<file path="src/rtl/sram_axi_bridge.sv">
// Bridges the CPU instruction/data SRAM-style ports onto a single-beat AXI master.
// Define SRAM_AXI_PERF_EN to add the perf_rd_cnt/perf_wr_cnt performance counters.
module sram_axi_bridge (
  input  logic        clk,
  input  logic        reset,

  input  logic        inst_sram_req,
  input  logic        inst_sram_wr,
  input  logic [1:0]  inst_sram_size,
  input  logic [3:0]  inst_sram_wstrb,
  input  logic [31:0] inst_sram_addr,
  input  logic [31:0] inst_sram_wdata,
  output logic        inst_sram_addr_ok,
  output logic        inst_sram_data_ok,
  output logic [31:0] inst_sram_rdata,

  input  logic        data_sram_req,
  input  logic        data_sram_wr,
  input  logic [1:0]  data_sram_size,
  input  logic [3:0]  data_sram_wstrb,
  input  logic [31:0] data_sram_addr,
  input  logic [31:0] data_sram_wdata,
  output logic        data_sram_addr_ok,
  output logic        data_sram_data_ok,
  output logic [31:0] data_sram_rdata,

  output logic [3:0]  arid,
  output logic [31:0] araddr,
  output logic [7:0]  arlen,
  output logic [2:0]  arsize,
  output logic [1:0]  arburst,
  output logic [1:0]  arlock,
  output logic [3:0]  arcache,
  output logic [2:0]  arprot,
  output logic        arvalid,
  input  logic        arready,

  input  logic [3:0]  rid,
  input  logic [31:0] rdata,
  input  logic        rvalid,
  output logic        rready,

  output logic [3:0]  awid,
  output logic [31:0] awaddr,
  output logic [7:0]  awlen,
  output logic [2:0]  awsize,
  output logic [1:0]  awburst,
  output logic [1:0]  awlock,
  output logic [3:0]  awcache,
  output logic [2:0]  awprot,
  output logic        awvalid,
  input  logic        awready,

  output logic [3:0]  wid,
  output logic [31:0] wdata,
  output logic [3:0]  wstrb,
  output logic        wlast,
  output logic        wvalid,
  input  logic        wready,

  input  logic        bvalid,
  output logic        bready
`ifdef SRAM_AXI_PERF_EN
  ,
  output logic [31:0] perf_rd_cnt,
  output logic [31:0] perf_wr_cnt
`endif
);

  typedef enum logic {RD_IDLE, RD_ADDR} rd_state_t;
  typedef enum logic [1:0] {WR_IDLE, WR_SEND, WR_RESP} wr_state_t;

  rd_state_t rd_state;
  wr_state_t wr_state;

  logic rst_d;
  logic live;
  logic inst_rd_pend;
  logic data_rd_pend;
  logic arvalid_q;
  logic awvalid_q;
  logic wvalid_q;
  logic bready_q;

  logic data_rd_go;
  logic inst_rd_go;
  logic wr_go;
  logic inst_r_hit;
  logic data_r_hit;
  logic b_hit;
  logic aw_done;
  logic w_done;

  // The instruction side is read-only: its write-side inputs are deliberately sunk.
  logic unused_inputs;
  assign unused_inputs = ^{inst_sram_wr, inst_sram_wstrb, inst_sram_wdata, rid[3:1]};

  assign arlen   = '0;
  assign arburst = 2'b01;
  assign arlock  = '0;
  assign arcache = '0;
  assign arprot  = '0;
  assign awid    = 4'd1;
  assign awlen   = '0;
  assign awburst = 2'b01;
  assign awlock  = '0;
  assign awcache = '0;
  assign awprot  = '0;
  assign wid     = 4'd1;
  assign wlast   = 1'b1;
  assign rready  = 1'b1;

  assign arvalid = arvalid_q & ~reset;
  assign awvalid = awvalid_q & ~reset;
  assign wvalid  = wvalid_q & ~reset;
  assign bready  = bready_q & ~reset;

  assign inst_sram_rdata = rdata;
  assign data_sram_rdata = rdata;

  // Requests and completions are masked during reset and the cycle that follows it.
  always_comb begin
    live       = ~reset & ~rst_d;
    data_rd_go = live && rd_state == RD_IDLE && data_sram_req && !data_sram_wr
                 && !data_rd_pend && wr_state == WR_IDLE;
    inst_rd_go = live && rd_state == RD_IDLE && inst_sram_req && !inst_rd_pend && !data_rd_go;
    wr_go      = live && wr_state == WR_IDLE && data_sram_req && data_sram_wr && !data_rd_pend;
    inst_r_hit = live && rvalid && !rid[0] && inst_rd_pend;
    data_r_hit = live && rvalid && rid[0] && data_rd_pend;
    b_hit      = live && wr_state == WR_RESP && bvalid;
    aw_done    = !awvalid_q || awready;
    w_done     = !wvalid_q || wready;

    inst_sram_addr_ok = inst_rd_go;
    data_sram_addr_ok = data_rd_go | wr_go;
    inst_sram_data_ok = inst_r_hit;
    data_sram_data_ok = data_r_hit | b_hit;
  end

  always_ff @(posedge clk) begin
    rst_d <= reset;
  end

  always_ff @(posedge clk) begin
    if (reset) begin
      rd_state     <= RD_IDLE;
      arvalid_q    <= 1'b0;
      inst_rd_pend <= 1'b0;
      data_rd_pend <= 1'b0;
      arid         <= '0;
      araddr       <= '0;
      arsize       <= '0;
    end else begin
      if (inst_r_hit) inst_rd_pend <= 1'b0;
      if (data_r_hit) data_rd_pend <= 1'b0;
      case (rd_state)
        RD_IDLE: begin
          if (data_rd_go) begin
            arid         <= 4'd1;
            araddr       <= data_sram_addr;
            arsize       <= {1'b0, data_sram_size};
            arvalid_q    <= 1'b1;
            data_rd_pend <= 1'b1;
            rd_state     <= RD_ADDR;
          end else if (inst_rd_go) begin
            arid         <= 4'd0;
            araddr       <= inst_sram_addr;
            arsize       <= {1'b0, inst_sram_size};
            arvalid_q    <= 1'b1;
            inst_rd_pend <= 1'b1;
            rd_state     <= RD_ADDR;
          end
        end
        RD_ADDR: begin
          if (arready) begin
            arvalid_q <= 1'b0;
            rd_state  <= RD_IDLE;
          end
        end
        default: rd_state <= RD_IDLE;
      endcase
    end
  end

  always_ff @(posedge clk) begin
    if (reset) begin
      wr_state  <= WR_IDLE;
      awvalid_q <= 1'b0;
      wvalid_q  <= 1'b0;
      bready_q  <= 1'b0;
      awaddr    <= '0;
      awsize    <= '0;
      wdata     <= '0;
      wstrb     <= '0;
    end else begin
      case (wr_state)
        WR_IDLE: begin
          if (wr_go) begin
            awaddr    <= data_sram_addr;
            awsize    <= {1'b0, data_sram_size};
            wdata     <= data_sram_wdata;
            wstrb     <= data_sram_wstrb;
            awvalid_q <= 1'b1;
            wvalid_q  <= 1'b1;
            wr_state  <= WR_SEND;
          end
        end
        WR_SEND: begin
          // AW and W complete independently; leave only once both have handshaken.
          if (awvalid_q && awready) awvalid_q <= 1'b0;
          if (wvalid_q && wready) wvalid_q <= 1'b0;
          if (aw_done && w_done) begin
            bready_q <= 1'b1;
            wr_state <= WR_RESP;
          end
        end
        WR_RESP: begin
          if (bvalid) begin
            bready_q <= 1'b0;
            wr_state <= WR_IDLE;
          end
        end
        default: wr_state <= WR_IDLE;
      endcase
    end
  end

`ifdef SRAM_AXI_PERF_EN
  always_ff @(posedge clk) begin
    if (reset) begin
      perf_rd_cnt <= '0;
      perf_wr_cnt <= '0;
    end else begin
      if (inst_r_hit || data_r_hit) perf_rd_cnt <= perf_rd_cnt + 32'd1;
      if (b_hit) perf_wr_cnt <= perf_wr_cnt + 32'd1;
    end
  end
`endif

endmodule

</file>
<file path="config.mk">
export PLATFORM = sky130hd
export DESIGN_NAME = sram_axi_bridge
export DESIGN_NICKNAME = d
export VERILOG_FILES = /design/src/rtl/sram_axi_bridge.sv
export SDC_FILE = /design/constraint.sdc
export NUM_CORES = 1
export LEC_CHECK = 0
export ABC_AREA = 1
export BUFFER_PORTS_ARGS = -buffer_cell sky130_fd_sc_hd__buf_2
export CAP_MARGIN = 15
export CORE_AREA = 4 4 161 163
export DETAILED_ROUTE_END_ITERATION = 10
export DIE_AREA = 0 0 165 167
export PLACE_DENSITY = 0.57
export SYNTH_ARGS = -nofsm -noshare
export SYNTH_HDL_FRONTEND = slang
export SYNTH_SLANG_ARGS = --single-unit
</file>
<file path="constraint.sdc">
create_clock -name clk -period 1.9 [get_ports clk]
set_input_delay 0.19 -clock clk [delete_from_list [all_inputs] [get_ports clk]]
set_output_delay 0.19 -clock clk [all_outputs]
set_load 0.02 [all_outputs]
</file>
; ---- Word level (Yosys, flattened, before mapping)
; Index checks and enable logic that the tools add are counted.
[word_totals]
ff_bits = 119
output_inout_bits = 230
word_cells = 110
[op_classes]
n_eq_ne = 9
n_mux = 33
bitwise = 10
n_reduce_logical = 42
[ops]
columns = cell, count
row1 = $mux W32, 2
row2 = $logic_and A1 B1 Y1, 22
row3 = $mux W1, 18
row4 = $ne A2 B2 Y1 const B, 6
row5 = $reduce_and A3 Y1, 4
row6 = $pmux W1 S2, 5
row7 = $mux W4, 2
row8 = $logic_not A1 Y1, 7
row9 = $mux W2, 3
row10 = $mux W3, 2
row11 = $pmux W2 S3, 1
row12 = $reduce_and A2 Y1, 3
row13 = $reduce_bool A2 Y1, 3
row14 = $and A1 B1 Y1, 5
row15 = $ne A3 B3 Y1 const B, 1
row16 = $not A1 Y1, 3
row17 = $eq A2 B1 Y1 const B, 1
row18 = $eq A2 B2 Y1 const B, 1
row19 = $logic_not A2 Y1, 1
row20 = $logic_or A1 B1 Y1, 2
row21 = $or A1 B1 Y1, 2

; ---- Longest topological paths before layout
[depth]
word_depth = 12
depth_mapped = 9

; ---- Least setup slack after synthesis
; OpenSTA, ideal clock, no wires.
[synth_timing]
path_kind = register to output
startpoint = register data_rd_pend
endpoint = output data_sram_addr_ok
t_arrival_ns = 1.218
required_time_ns = 1.710
slack_ns = 0.492
path_stages_with_launch = 7
cell_sequence = dfxtp_1 nor2_1 nand2_1 nor2_1 buf_2 inv_1 nand2_1
[synth_via]
elab_chain_len = 4
word_cells_on_any_way = 5
classes_between = bitwise (1) / reduce/logical (4)
[synth_rtl]
columns = element, line
row1 = from (decl), 79  ; logic data_rd_pend;
row2 = from (signal assigned), 149  ; data_rd_pend <= 1'b0;
row3 = from (signal assigned), 155  ; if (data_r_hit) data_rd_pend <= 1'b0;
row4 = from (signal assigned), 163  ; data_rd_pend <= 1'b1;
row5 = $logic_not A1 Y1 *, "125, 127"
row6 = $logic_and A1 B1 Y1 (2 in series), 125  ; && !data_rd_pend && wr_state == WR_IDLE;
row7 = $or A1 B1 Y1 *, 135  ; data_sram_addr_ok = data_rd_go | wr_go;
row8 = to (decl), 23  ; output logic data_sram_addr_ok,
; Every way passes the cells marked *; elsewhere a longest branch is shown, timed or not.

; ---- Worst setup path after layout
; Ends and elaborated chain as after synthesis.

==> flow_metrics.py <==
metrics = {
    "route": {
        "vias": 5375,
        "drcViolationCount": 0,
        "firstDrtPassIters": 5,
        "avgViaCountPerCell": 3.872,
        "antenna_left": 0,
        "first_iter_violations": 215,
        "avgRoutedWirePerCell_um": 12.35,
        "wl_um": 17140,
    },
    "status": {
        "status": "finished clean",
    },
    "placed_design": {
        "dp_cells": 1355,
        "dp_slack_ps": 228.0,
        "numPortBuffers": 227,
        "dpl.hpwl_um": 12560,
        "gp_congestion": 0.7253,
    },
    "worst_setup_path": {
        "r2r_start": "data_rd_pend",
        "worstPathArrival_ps": 1530,
        "end_kind": "primary output",
        "worstPathMaxFanout": 4,
        "critPathRequiredTime_ps": 1710,
        "rrSetupSlack_ps": 240,
        "reg2reg_depth": 8,
        "crit_type": "reg2out",
        "start_kind": "flip-flop",
        "reg2reg_to": "awaddr[11]",
    },
    "clock_tree": {
        "clk_latency_ps": 400,
        "cts_max_path_buffers": 2,
        "cts_made_buffers": 17,
        "hold_buffers": 0,
        "cts_tree": "built",
        "clk_pin_slew_ps": 60,
        "htree_num_levels": 4,
        "clock_sinks": 115,
        "cts-root-buf": "clkbuf_16",
    },
    "timing": {
        "setup_tns_ps": 0,
        "grt_setup_unrepaired": "false",
        "clock_skew_ps": 7.057,
        "max_freq_ghz": 0.5824,
        "period_share_pct": 90.37,
        "setup_slack_ps": 182.9,
        "finalSetupViolCount": 0,
        "slew_viol_final": 0,
        "fin_crit_ps": 1717,
        "finalHoldViolations": 0,
    },
    "final_layout": {
        "layout.nets": 1239,
        "postLayoutCoreUtil_pct": 30.47,
        "area_growth_pct": 25.63,
        "final_common_cell": "buf_2",
        "antenna_cells": 0,
        "fillCellCount": 2718,
        "drive_above_1_share_pct": 26.41,
        "final_cell_mix": "buf_2 (227), nand2_1 (198), nor2_1 (181)",
        "layoutNonFillerInstCount": 1388,
    },
    "hold_path": {
        "min_to": "wvalid_q",
        "whs_path_depth": 4,
        "min-delay-start": "wready",
        "hold_class": "in2reg",
    },
    "global_route": {
        "grt_pass1_vias": 4860,
        "antenna_found_initial": 1,
        "grt_use_total_pct": 11.94,
        "grt_remaining_overflow": 0,
        "grt_max_degree": 81,
        "grt_pass1_wl_um": 25840,
    },
    "synth": {
        "seq_area_frac_synth_pct": 39.03,
        "yosysWarnings": 0,
        "yosysUniqueCellTypes": 19,
        "syn_inst": 902,
        "syn-cell-area_mm2": 0.005898,
        "synth_top_area_share_pct": 39.03,
        "synth_top_area_cell": "dfxtp_1",
        "syn_avg_cell_area_um2": 6.539,
        "synth-seq-cells": 115,
        "synth_area_leaders": "dfxtp_1 (39%), buf_4 (15%), nand2_1 (13%), nor2_1 (12%), inv_1 (7.7%)",
    },
    "power_and_ir_drop": {
        "clkPwrFrac_pct": 50.3,
        "power_density_mw_per_mm2": 959.8,
        "p_switching_mw": 1.825,
        "p_leak_nw": 4.010,
        "p_seq_share_pct": 36.3,
        "netSwitchingFraction_pct": 25.66,
        "power.internal_mw": 5.287,
        "pwr-share-comb_pct": 13.3,
        "ir_drop_mv": 0.4460,
    },
    "die": {
        "die_y_um": 167,
        "io_pins": 417,
        "core_area_mm2": 0.02432,
        "fp.dieW_um": 165,
        "core.rowCount": 57,
        "start_util_pct": 24.25,
        "die_area_mm2": 0.02756,
    },
    "job": {
        "drv_cap": 0,
    },
}
-- stage by stage --
stage | hold slack [ps] | total power, mW | instance area, um2
floorplan | 217.7 | 3.519 | 6090
global placement | 380.2 | 3.588 | 6736
detailed placement | 380.2 | 3.594 | 6736
CTS | 25.87 | 7.267 | 7402
global route | 36.27 | 7.480 | 7410
finish | 53.82 | 7.111 | 7410
-- registers in the layout (all words and copies together) (netlist names), 2 cells and up --
register,cells
awaddr,32
wstrb,4
arsize,2
araddr,32
wr_state,2
wdata,32
awsize,2
-- layout make-up --
class,instances,area [um2],share of cell area [%]
Sequential cell,115,2302,31.07
Multi-Input combinational cell,554,2272,30.67
Timing Repair Buffer,241,1316,17.76
Clock buffer,22,474.2,6.400
Inverter,123,462.9,6.248
Tap cell,324,405.4,5.471
Clock inverter,9,176.4,2.381
-- critical path, cell delays in order (launching register included) --
cell	delay, ps
dfxtp_1	330
nor2_2	170
nand2_2	110
nor3_4	180
inv_1	110
nand2_1	60
buf_2	170
-- synth_stat cells (all sizes together) --
| library cell | instances |
|---|---|
| conb | 2 |
| nor2 | 186 |
| nand2 | 199 |
| o22ai | 2 |
| nand3b | 1 |
| inv | 122 |
| clkbuf | 8 |
| clkinv | 1 |
| a21oi | 6 |
| or2 | 1 |
| buf | 153 |
| nand3 | 71 |
| dfxtp | 115 |
| nor3 | 35 |
-- per-layer routing --
metal  GRT usage [%]  vias to the layer above  routed length (um)
li1                -                     2814                   -
met1           13.19                     2320                6776
met2           20.76                      191                8508
met3           3.584                       48                1335
met4           5.606                        2                 511
met5               0                        -                  11
-- worst max path at each step --
stage	from	to	slack, ps
floorplan	data_rd_pend	data_sram_addr_ok	490
global placement	wr_state[0]	araddr[8]	250
detailed placement	wr_state[1]	awaddr[11]	230
CTS	wr_state[1]	data_sram_addr_ok	40
global route	data_rd_pend	data_sram_addr_ok	30
finish	data_rd_pend	data_sram_addr_ok	180
-- power by group through the flow --
| stage | clock [mW] | sequential (mW) | combinational [mW] |
|---|---|---|---|
| final | 3.58 | 2.58 | 0.947 |
| after global routing | 3.82 | 2.60 | 1.06 |
| after CTS | 3.72 | 2.58 | 0.962 |
| after detailed placement | 0 | 2.64 | 0.957 |
| after global placement | 0 | 2.63 | 0.954 |
| after floorplan | 0 | 2.77 | 0.750 |
-- logic make-up after synthesis --
kind of cell | share of synthesized area, %
AO/OA/AOI/OAI | 0.7212
buffers and inverters | 26.16
flip-flops | 39.03
other | 0.1273
AND/OR/NAND/NOR | 33.96
-- timing repair --
item	4_1_cts	5_1_grt
hold endpoints to repair	0	0
resized for setup	0	3
setup endpoints to repair	1	2
pin swaps	2	0
buffers inserted	2	0
(Power assumes the default switching activity.)
